File: src/rtl/divider_pkg.sv
// Shared types and width helpers for the sequential restoring divider.
// Widths are functions of INPUT_SIZE so every instance derives its own sizes.
package divider_pkg;

  typedef enum logic [1:0] {
    IDLE = 2'd0,
    RUN  = 2'd1,
    DONE = 2'd2
  } state_t;

  localparam int DEFAULT_INPUT_SIZE = 160;

  // Width of the dividend and the quotient.
  function automatic int dividend_width(input int in_size);
    return 2 * in_size;
  endfunction

  // The bit counter has to hold the full iteration count 2*INPUT_SIZE.
  function automatic int counter_width(input int in_size);
    return $clog2(2 * in_size + 1);
  endfunction

  localparam int DEFAULT_DIVIDEND_W = dividend_width(DEFAULT_INPUT_SIZE);
  localparam int DEFAULT_CNT_W      = counter_width(DEFAULT_INPUT_SIZE);

endpackage

File: src/rtl/divider_step.sv
// One restoring-division iteration: shift in a dividend bit, trial-subtract,
// then keep or restore. Purely combinational.
module divider_step #(
  parameter int INPUT_SIZE = 8
) (
  input  logic [INPUT_SIZE:0]   i_rem,
  input  logic                  i_bit,
  input  logic [INPUT_SIZE-1:0] i_divisor,
  output logic [INPUT_SIZE:0]   o_rem,
  output logic                  o_qbit
);

  logic [INPUT_SIZE+1:0] w_shift;
  logic [INPUT_SIZE+1:0] w_diff;

  // One spare bit above the shifted remainder turns the borrow into a sign bit.
  assign w_shift = {i_rem, i_bit};
  assign w_diff  = w_shift - {2'b00, i_divisor};
  assign o_qbit  = ~w_diff[INPUT_SIZE+1];
  assign o_rem   = o_qbit ? w_diff[INPUT_SIZE:0] : w_shift[INPUT_SIZE:0];

endmodule

File: src/rtl/divider.sv
// Sequential radix-2 restoring divider: 2N-bit dividend / N-bit divisor,
// one quotient bit per clock, start/ready/done handshake.
module divider
  import divider_pkg::*;
#(
  parameter int INPUT_SIZE = DEFAULT_INPUT_SIZE
) (
  input  logic                      clk,
  input  logic                      rst_n,
  input  logic                      start,
  input  logic [2*INPUT_SIZE-1:0]   dividend,
  input  logic [INPUT_SIZE-1:0]     divisor,
  output logic                      ready,
  output logic                      done,
  output logic [2*INPUT_SIZE-1:0]   quotient,
  output logic [INPUT_SIZE-1:0]     remainder,
  output logic                      div_by_zero
);

  localparam int DW = dividend_width(INPUT_SIZE);
  localparam int CW = counter_width(INPUT_SIZE);
  localparam logic [CW-1:0] CNT_LOAD = CW'(DW);
  localparam logic [CW-1:0] CNT_LAST = CW'(1);

  state_t                r_state;
  logic [CW-1:0]         r_cnt;
  logic [DW-1:0]         r_work;
  logic [INPUT_SIZE:0]   r_rem;
  logic [INPUT_SIZE-1:0] r_divisor;
  logic                  r_ready;
  logic                  r_done;
  logic [DW-1:0]         r_quot;
  logic [INPUT_SIZE-1:0] r_remainder;
  logic                  r_dbz;

  logic [INPUT_SIZE:0]   w_rem_next;
  logic                  w_qbit;
  logic [DW-1:0]         w_work_next;

  divider_step #(
    .INPUT_SIZE (INPUT_SIZE)
  ) u_step (
    .i_rem     (r_rem),
    .i_bit     (r_work[DW-1]),
    .i_divisor (r_divisor),
    .o_rem     (w_rem_next),
    .o_qbit    (w_qbit)
  );

  // r_work starts as the dividend; its MSBs feed the step while quotient bits
  // fill in from the LSB, so after 2N shifts it holds the quotient.
  assign w_work_next = {r_work[DW-2:0], w_qbit};

  // NOTE: sequential state uses non-blocking assignments so every register
  // samples pre-edge values and the block order does not matter.
  always_ff @(posedge clk or negedge rst_n) begin
    if (!rst_n) begin
      r_state     <= IDLE;
      r_cnt       <= '0;
      r_work      <= '0;
      r_rem       <= '0;
      r_divisor   <= '0;
      r_ready     <= 1'b1;
      r_done      <= 1'b0;
      r_quot      <= '0;
      r_remainder <= '0;
      r_dbz       <= 1'b0;
    end else begin
      r_done <= 1'b0;
      case (r_state)
        IDLE: begin
          if (start) begin
            r_work    <= dividend;
            r_divisor <= divisor;
            r_rem     <= '0;
            r_ready   <= 1'b0;
            if (divisor == '0) begin
              r_quot      <= '1;
              r_remainder <= dividend[INPUT_SIZE-1:0];
              r_dbz       <= 1'b1;
              r_done      <= 1'b1;
              r_state     <= DONE;
            end else begin
              r_cnt   <= CNT_LOAD;
              r_state <= RUN;
            end
          end
        end
        RUN: begin
          r_work <= w_work_next;
          r_rem  <= w_rem_next;
          r_cnt  <= r_cnt - CNT_LAST;
          if (r_cnt == CNT_LAST) begin
            r_quot      <= w_work_next;
            r_remainder <= w_rem_next[INPUT_SIZE-1:0];
            r_dbz       <= 1'b0;
            r_done      <= 1'b1;
            r_state     <= DONE;
          end
        end
        DONE: begin
          r_ready <= 1'b1;
          r_state <= IDLE;
        end
        default: begin
          r_ready <= 1'b1;
          r_state <= IDLE;
        end
      endcase
    end
  end

  assign ready       = r_ready;
  assign done        = r_done;
  assign quotient    = r_quot;
  assign remainder   = r_remainder;
  assign div_by_zero = r_dbz;

endmodule

File: config.mk
export PLATFORM = sky130hd
export DESIGN_NAME = divider
export DESIGN_NICKNAME = d
export VERILOG_FILES = /design/src/rtl/divider_pkg.sv /design/src/rtl/divider_step.sv /design/src/rtl/divider.sv
export SDC_FILE = /design/constraint.sdc
export NUM_CORES = 2
export LEC_CHECK = 0
export ABC_AREA = 1
export CAP_MARGIN = 40
export CORE_AREA = 2 2 373 375
export DETAILED_ROUTE_END_ITERATION = 8
export DIE_AREA = 0 0 375 377
export MAX_ROUTING_LAYER = met4
export PLACE_DENSITY = 0.7
export SLEW_MARGIN = 5
export SYNTH_ARGS = -nofsm -noshare
export SYNTH_HDL_FRONTEND = slang
export SYNTH_SLANG_ARGS = --single-unit
File: constraint.sdc
create_clock -name clk -period 2.7 [get_ports clk]
set_input_delay 0.27 -clock clk [delete_from_list [all_inputs] [get_ports clk]]
set_output_delay 0.27 -clock clk [all_outputs]
set_load 0.01 [all_outputs]
==> results of run 1 <==
## per-stage QoR
step           area [sq um]  util, %
2_1_floorplan         67970        -
3_3_place_gp          90410    66.00
3_5_place_dp          90420    66.01
4_1_cts              101600    74.17
## cell usage after synthesis, types with 3 or more instances
cell type	instances	area share (%)
a31oi_1	159	1.5
nand3_1	681	5.0
clkinv_1	4	0.022
a21o_1	7	0.077
o31ai_1	48	0.53
buf_1	10	0.055
o21bai_1	22	0.24
xnor2_1	17	0.22
nor2_1	1177	6.5
a21oi_1	607	4.5
ha_1	162	3.0
nand2_1	3055	17
nor2_2	16	0.15
o21a_1	5	0.055
nor3_1	27	0.20
dfrtp_1	1134	42
nand2_2	11	0.10
o21ai_0	483	3.6
buf_2	62	0.46
inv_1	1391	7.7
buf_8	12	0.27
nor4_1	32	0.29
or2_2	162	1.5
clkbuf_1	316	1.7
nand4_1	40	0.37
xor2_1	70	0.90
nand3_2	132	1.9
buf_6	5	0.083
inv_2	19	0.10
a21boi_0	3	0.033
nor2_4	9	0.15
## cells by family after synthesis
family	count (synthesis)	share of synthesized area, %
XOR/XNOR	87	1.121
AND/OR/NAND/NOR	5348	33.16
buffers and inverters	1820	10.44
flip-flops	1135	41.79
adder cells (fa/ha/maj)	163	3.012
AO/OA/AOI/OAI	1339	10.48
## layer usage
layer / GRT overflow / global-route usage, %
met3: 7 / 41.98
met2: 1 / 82.28
met1: 1 / 67.23
met4: 5 / 53.89
met5: - / -
## repair_timing
item / in CTS
hold endpoints to repair: 510
setup buffers: 82
cloned: 42
hold buffers: 1
pin swaps: 167
gates resized for setup: 1001
setup endpoints to repair: 652
==> results.py, run 1 <==
metrics = {
    "timing": {
        "grt-worst-endpoint": "r_rem[34]$_DFFE_PN0P_/D",
        "endpoint_type": "sequential cell input",
    },
    "yosys": {
        "async_flop_share_pct": 100.0,
        "syn_area_sq_um": 67970,
        "synth_cell_type_count": 42,
        "syn_area_per_cell_sq_um": 6.871,
        "yosysSeqAreaShare_pct": 41.79,
        "ys_seq_elements": 1135,
        "ys.flop_type": "dfrtp_1",
        "synth_cells": 9892,
        "syn_nets": 10540,
        "yosys_warnings": 0,
        "synth_edf_count": 0,
    },
    "place": {
        "portBuffers": 965,
        "gp_congestion": 1.099,
        "hpwlAfterDp_mm": 243.3,
        "pre_cts_ws_ns": -1.356,
        "place_inst": 13750,
    },
    "global_route": {
        "grt_max_degree": 140,
        "grt_usage_pct": 64.17,
        "gr-total-overflow": 14,
    },
    "outcome": {
        "stop_error": "[ERROR GRT-0232] Routing congestion too high. Check the congestion heatmap in the GUI.",
        "status": "aborted with a tool error",
        "stop_stage": "5_1_grt",
    },
    "clock_tree": {
        "cts_buffer_depth": 3,
        "root_buffer": "clkbuf_16",
        "htreeDepth": 3,
        "clock_sinks": 1135,
        "cts_buffers": 112,
    },
    "floorplanning": {
        "die-width_microns": 375,
        "start_util_pct": 49.62,
        "rows": 136,
        "ios": 966,
        "die_h_microns": 377,
    },
}
==> run 2: changes to the inputs <==
CORE_AREA = default   (was 2 2 373 375)
CORE_MARGIN = 1.5   (was default)
CORE_UTILIZATION = 40   (was default)
DIE_AREA = default   (was 0 0 375 377)
MAX_ROUTING_LAYER = default   (was met4)
PLACE_DENSITY = default   (was 0.7)
PLACE_DENSITY_LB_ADDON = 0.15   (was default)
==> results.py, run 2 <==
metrics = {
    "power_and_ir_drop": {
        "power-per-cell-area_nw_per_um2": 1613,
        "p_total_mw": 162.7,
        "peakVddDrop_v": 0.0008928,
        "p_leak_nw": 49.93,
    },
    "floorplanning": {
        "start_util_pct": 40.20,
        "die_area_sq_um": 172400,
        "rows": 151,
        "die_h_microns": 415.2,
        "ios": 966,
        "coreArea_sq_um": 169100,
        "die-width_microns": 415.2,
    },
    "place": {
        "placed_cell_area_sq_um": 91440,
        "hpwlAfterDp_mm": 246.8,
        "portBuffers": 965,
        "gp_congestion": 1.052,
        "pre_cts_ws_ns": -0.9320,
    },
    "clock_tree": {
        "cts_buffers": 121,
        "cts_tree": "done",
        "root_buffer": "clkbuf_16",
        "clk_latency_ns": 0.83,
        "clkTransAtPathRegs_ns": 0.07,
        "cts_buffer_depth": 3,
        "clock_sinks": 1135,
        "htreeDepth": 3,
    },
    "global_route": {
        "gr-total-overflow": 0,
        "grt_usage_pct": 34.76,
        "grt_max_degree": 103,
        "antenna_found_initial": 21,
        "grt_pass1_vias": 72200,
        "grt_first_pass_wirelength_mm": 453.3,
    },
    "yosys": {
        "synth_area_leaders": "dfrtp_1 (42%), nand2_1 (17%), inv_1 (7.7%)",
        "synth_cells": 9892,
        "async_flop_share_pct": 100.0,
        "ys_seq_elements": 1135,
        "synth.most_common_cell": "nand2_1",
        "synthXorXnorAreaFrac_pct": 1.121,
        "yosys.area_share.simple_pct": 33.16,
        "yosysTopAreaCellShare_pct": 41.75,
        "yosys-top-cells-count": "nand2_1 (3,055), inv_1 (1,391), nor2_1 (1,177)",
        "synthMuxAreaShare_pct": 0,
        "syn_nets": 10540,
        "syn_area_per_cell_sq_um": 6.871,
        "synth-compound-area-share_pct": 10.48,
        "synth_edf_count": 0,
        "yosysSeqAreaShare_pct": 41.79,
        "synth_top_area_cell": "dfrtp_1",
        "synth_cell_type_count": 42,
        "syn_area_sq_um": 67970,
        "synth_top_family_by_area": "simple AND/OR/NAND/NOR gates",
        "ys.flop_type": "dfrtp_1",
        "yosys.area_share.adder_pct": 3.012,
        "yosys_warnings": 0,
    },
    "route": {
        "first_iter_violations": 5813,
        "post_drt_via_cell_ratio": 5.072,
        "drc_errors": 0,
        "routedWlPerCell_microns": 21.45,
        "vias": 73600,
        "routed_wl_mm": 311.2,
        "antenna_left": 0,
        "drt_pass1_iterations": 6,
    },
    "critical_path": {
        "critical_path_class": "reg -> reg",
        "critical-path-slowest-cell": "dfrtp_1",
        "cp-end-kind": "flop",
        "startpoint_type": "flop",
        "crit_path_max_incr_delay_ns": 0.42,
        "cp.required_ns": 3.42,
        "critPathMaxFanout": 8,
        "path_common_cell": "nor2_4",
        "crit_chain": "ha_4, nand2_4, buf_6, nor2_4, inv_2, nor2_4, inv_4, nor2_4, buf_6, nand2_4, nor2_4, nand3_4, nand4_1, buf_4, nand2_8, buf_12, clkbuf_16, nand3_2, nand3_1, nand2_1, inv_1",
        "cp_data_arrival_time_ns": 3.81,
    },
    "cells_and_area": {
        "multi_input_area_sq_um": 36530,
        "fin_area_sq_um": 100900,
        "layout_common_cells": "nand2_1 (2,898), buf_4 (1,457), inv_1 (1,354)",
        "area_growth_pct": 48.39,
        "nets": 12820,
        "final_common_cell": "nand2_1",
        "fillers": 15800,
        "seq_area_sq_um": 28400,
        "drive_gt1_share_pct": 23.25,
    },
    "timing": {
        "rsz0062_at_grt": "true",
        "hold_viol_final": 0,
        "post-route-period-util_pct": 114.6,
        "setup_viol": 578,
        "fin_tns_setup_ns": -117.79,
        "fin_skew_ns": 0.07070,
        "tightest_slew_ns": 0.8338,
        "drv_slew": 0,
        "fin_ws_ns": -0.3947,
        "timing.fmax_ghz": 0.3231,
        "relSlewSlack_pct": 44.41,
        "layout_min_cycle_time_ns": 3.095,
    },
    "hold_path": {
        "worstHoldPathType": "in -> reg",
    },
    "flow_run": {
        "max_cap_violations": 0,
    },
    "outcome": {
        "violations": "setup timing",
        "status": "finished, violations left",
    },
}
-- run 2: cell counts after synthesis --
Identical to the previous run, type by type.
-- run 2: final cells by class --
type	count	area share (%)
Sequential cell	1135	28.16
Clock buffer	177	3.578
Tap cell	2218	2.751
Timing Repair Buffer	2568	23.34
Inverter	1414	5.295
Clock inverter	53	0.6414
Multi-Input combinational cell	6938	36.22
Antenna cell	9	0.02233
-- run 2: kinds of logic after synthesis --
family / Yosys count
flops: 1135
fa+ha+maj: 163
buf+inv: 1820
compound gates: 1339
xor+xnor: 87
simple gates: 5348
-- run 2: what timing repair did --
item / 4_1_cts / 5_1_grt
pin swaps: 52 / 82
gates resized for setup: 430 / 466
cloned: 11 / 15
endpoints found under the hold margin: 215 / 0
hold buffers: 1 / 0
buffers inserted: 16 / 13
endpoints found under the setup margin: 405 / 642
-- run 2: path summary, 6_finish.rpt --
| kind | startpoint | endpoint | slack, ns | cells after the start |
|---|---|---|---|---|
| worst max-delay path | r_rem[60]$_DFFE_PN0P_ | remainder[130]$_DFFE_PN0P_ | -0.39 | 21 |
| worst min-delay path | divisor[27] | r_divisor[27]$_DFFE_PN0P_ | 0.05 | 3 |
| worst max register to register | r_rem[60]$_DFFE_PN0P_ | remainder[130]$_DFFE_PN0P_ | -0.39 | 21 |
| worst min register to register | r_work[173]$_DFFE_PN0P_ | r_work[173]$_DFFE_PN0P_ | 0.48 | 2 |
| max in group asynchronous | rst_n | quotient[203]$_DFFE_PN0P_ | 1.59 | 4 |
| min in group asynchronous | rst_n | r_rem[5]$_DFFE_PN0P_ | 0.15 | 2 |
-- run 2: worst max-delay path: cells and delay by family, from the launching register on --
| family | cells | cell delay [ns] |
|---|---|---|
| AND/OR/NAND/NOR | 12 | 1.27 |
| buffers and inverters | 8 | 0.97 |
| flip-flops | 1 | 0.42 |
| adder cells (fa/ha/maj) | 1 | 0.30 |
-- run 2: power by group --
group / total (mW) / switching, mW / internal, mW
clock network: 17.7 / 7.49 / 10.3
logic: 114 / 67.0 / 47.2
registers: 30.8 / 5.34 / 25.5
total: 163 / 79.8 / 82.9
-- run 2: through the flow --
stage / utilization [%] / hold WS [ns] / cells
6_report: 59.65 / 0.05403 / 14510
5_1_grt: 59.64 / 0.05699 / 14510
4_1_cts: 58.03 / 0.01097 / 14480
3_5_place_dp: 54.07 / 0.4000 / 14220
3_3_place_gp: 54.07 / 0.4058 / 14220
2_1_floorplan: - / -0.02559 / 9892
-- run 2: routing by layer --
metal	vias up	global-route usage, %	share of wire, %	routed length [microns]
li1	35570	-	-	-
met1	35300	46.12	43	134000
met2	2296	58.23	47	147300
met3	411	5.091	6.1	18860
met4	24	11.07	3.5	10920
met5	-	0	0.053	166
(Power assumes the default switching activity.)
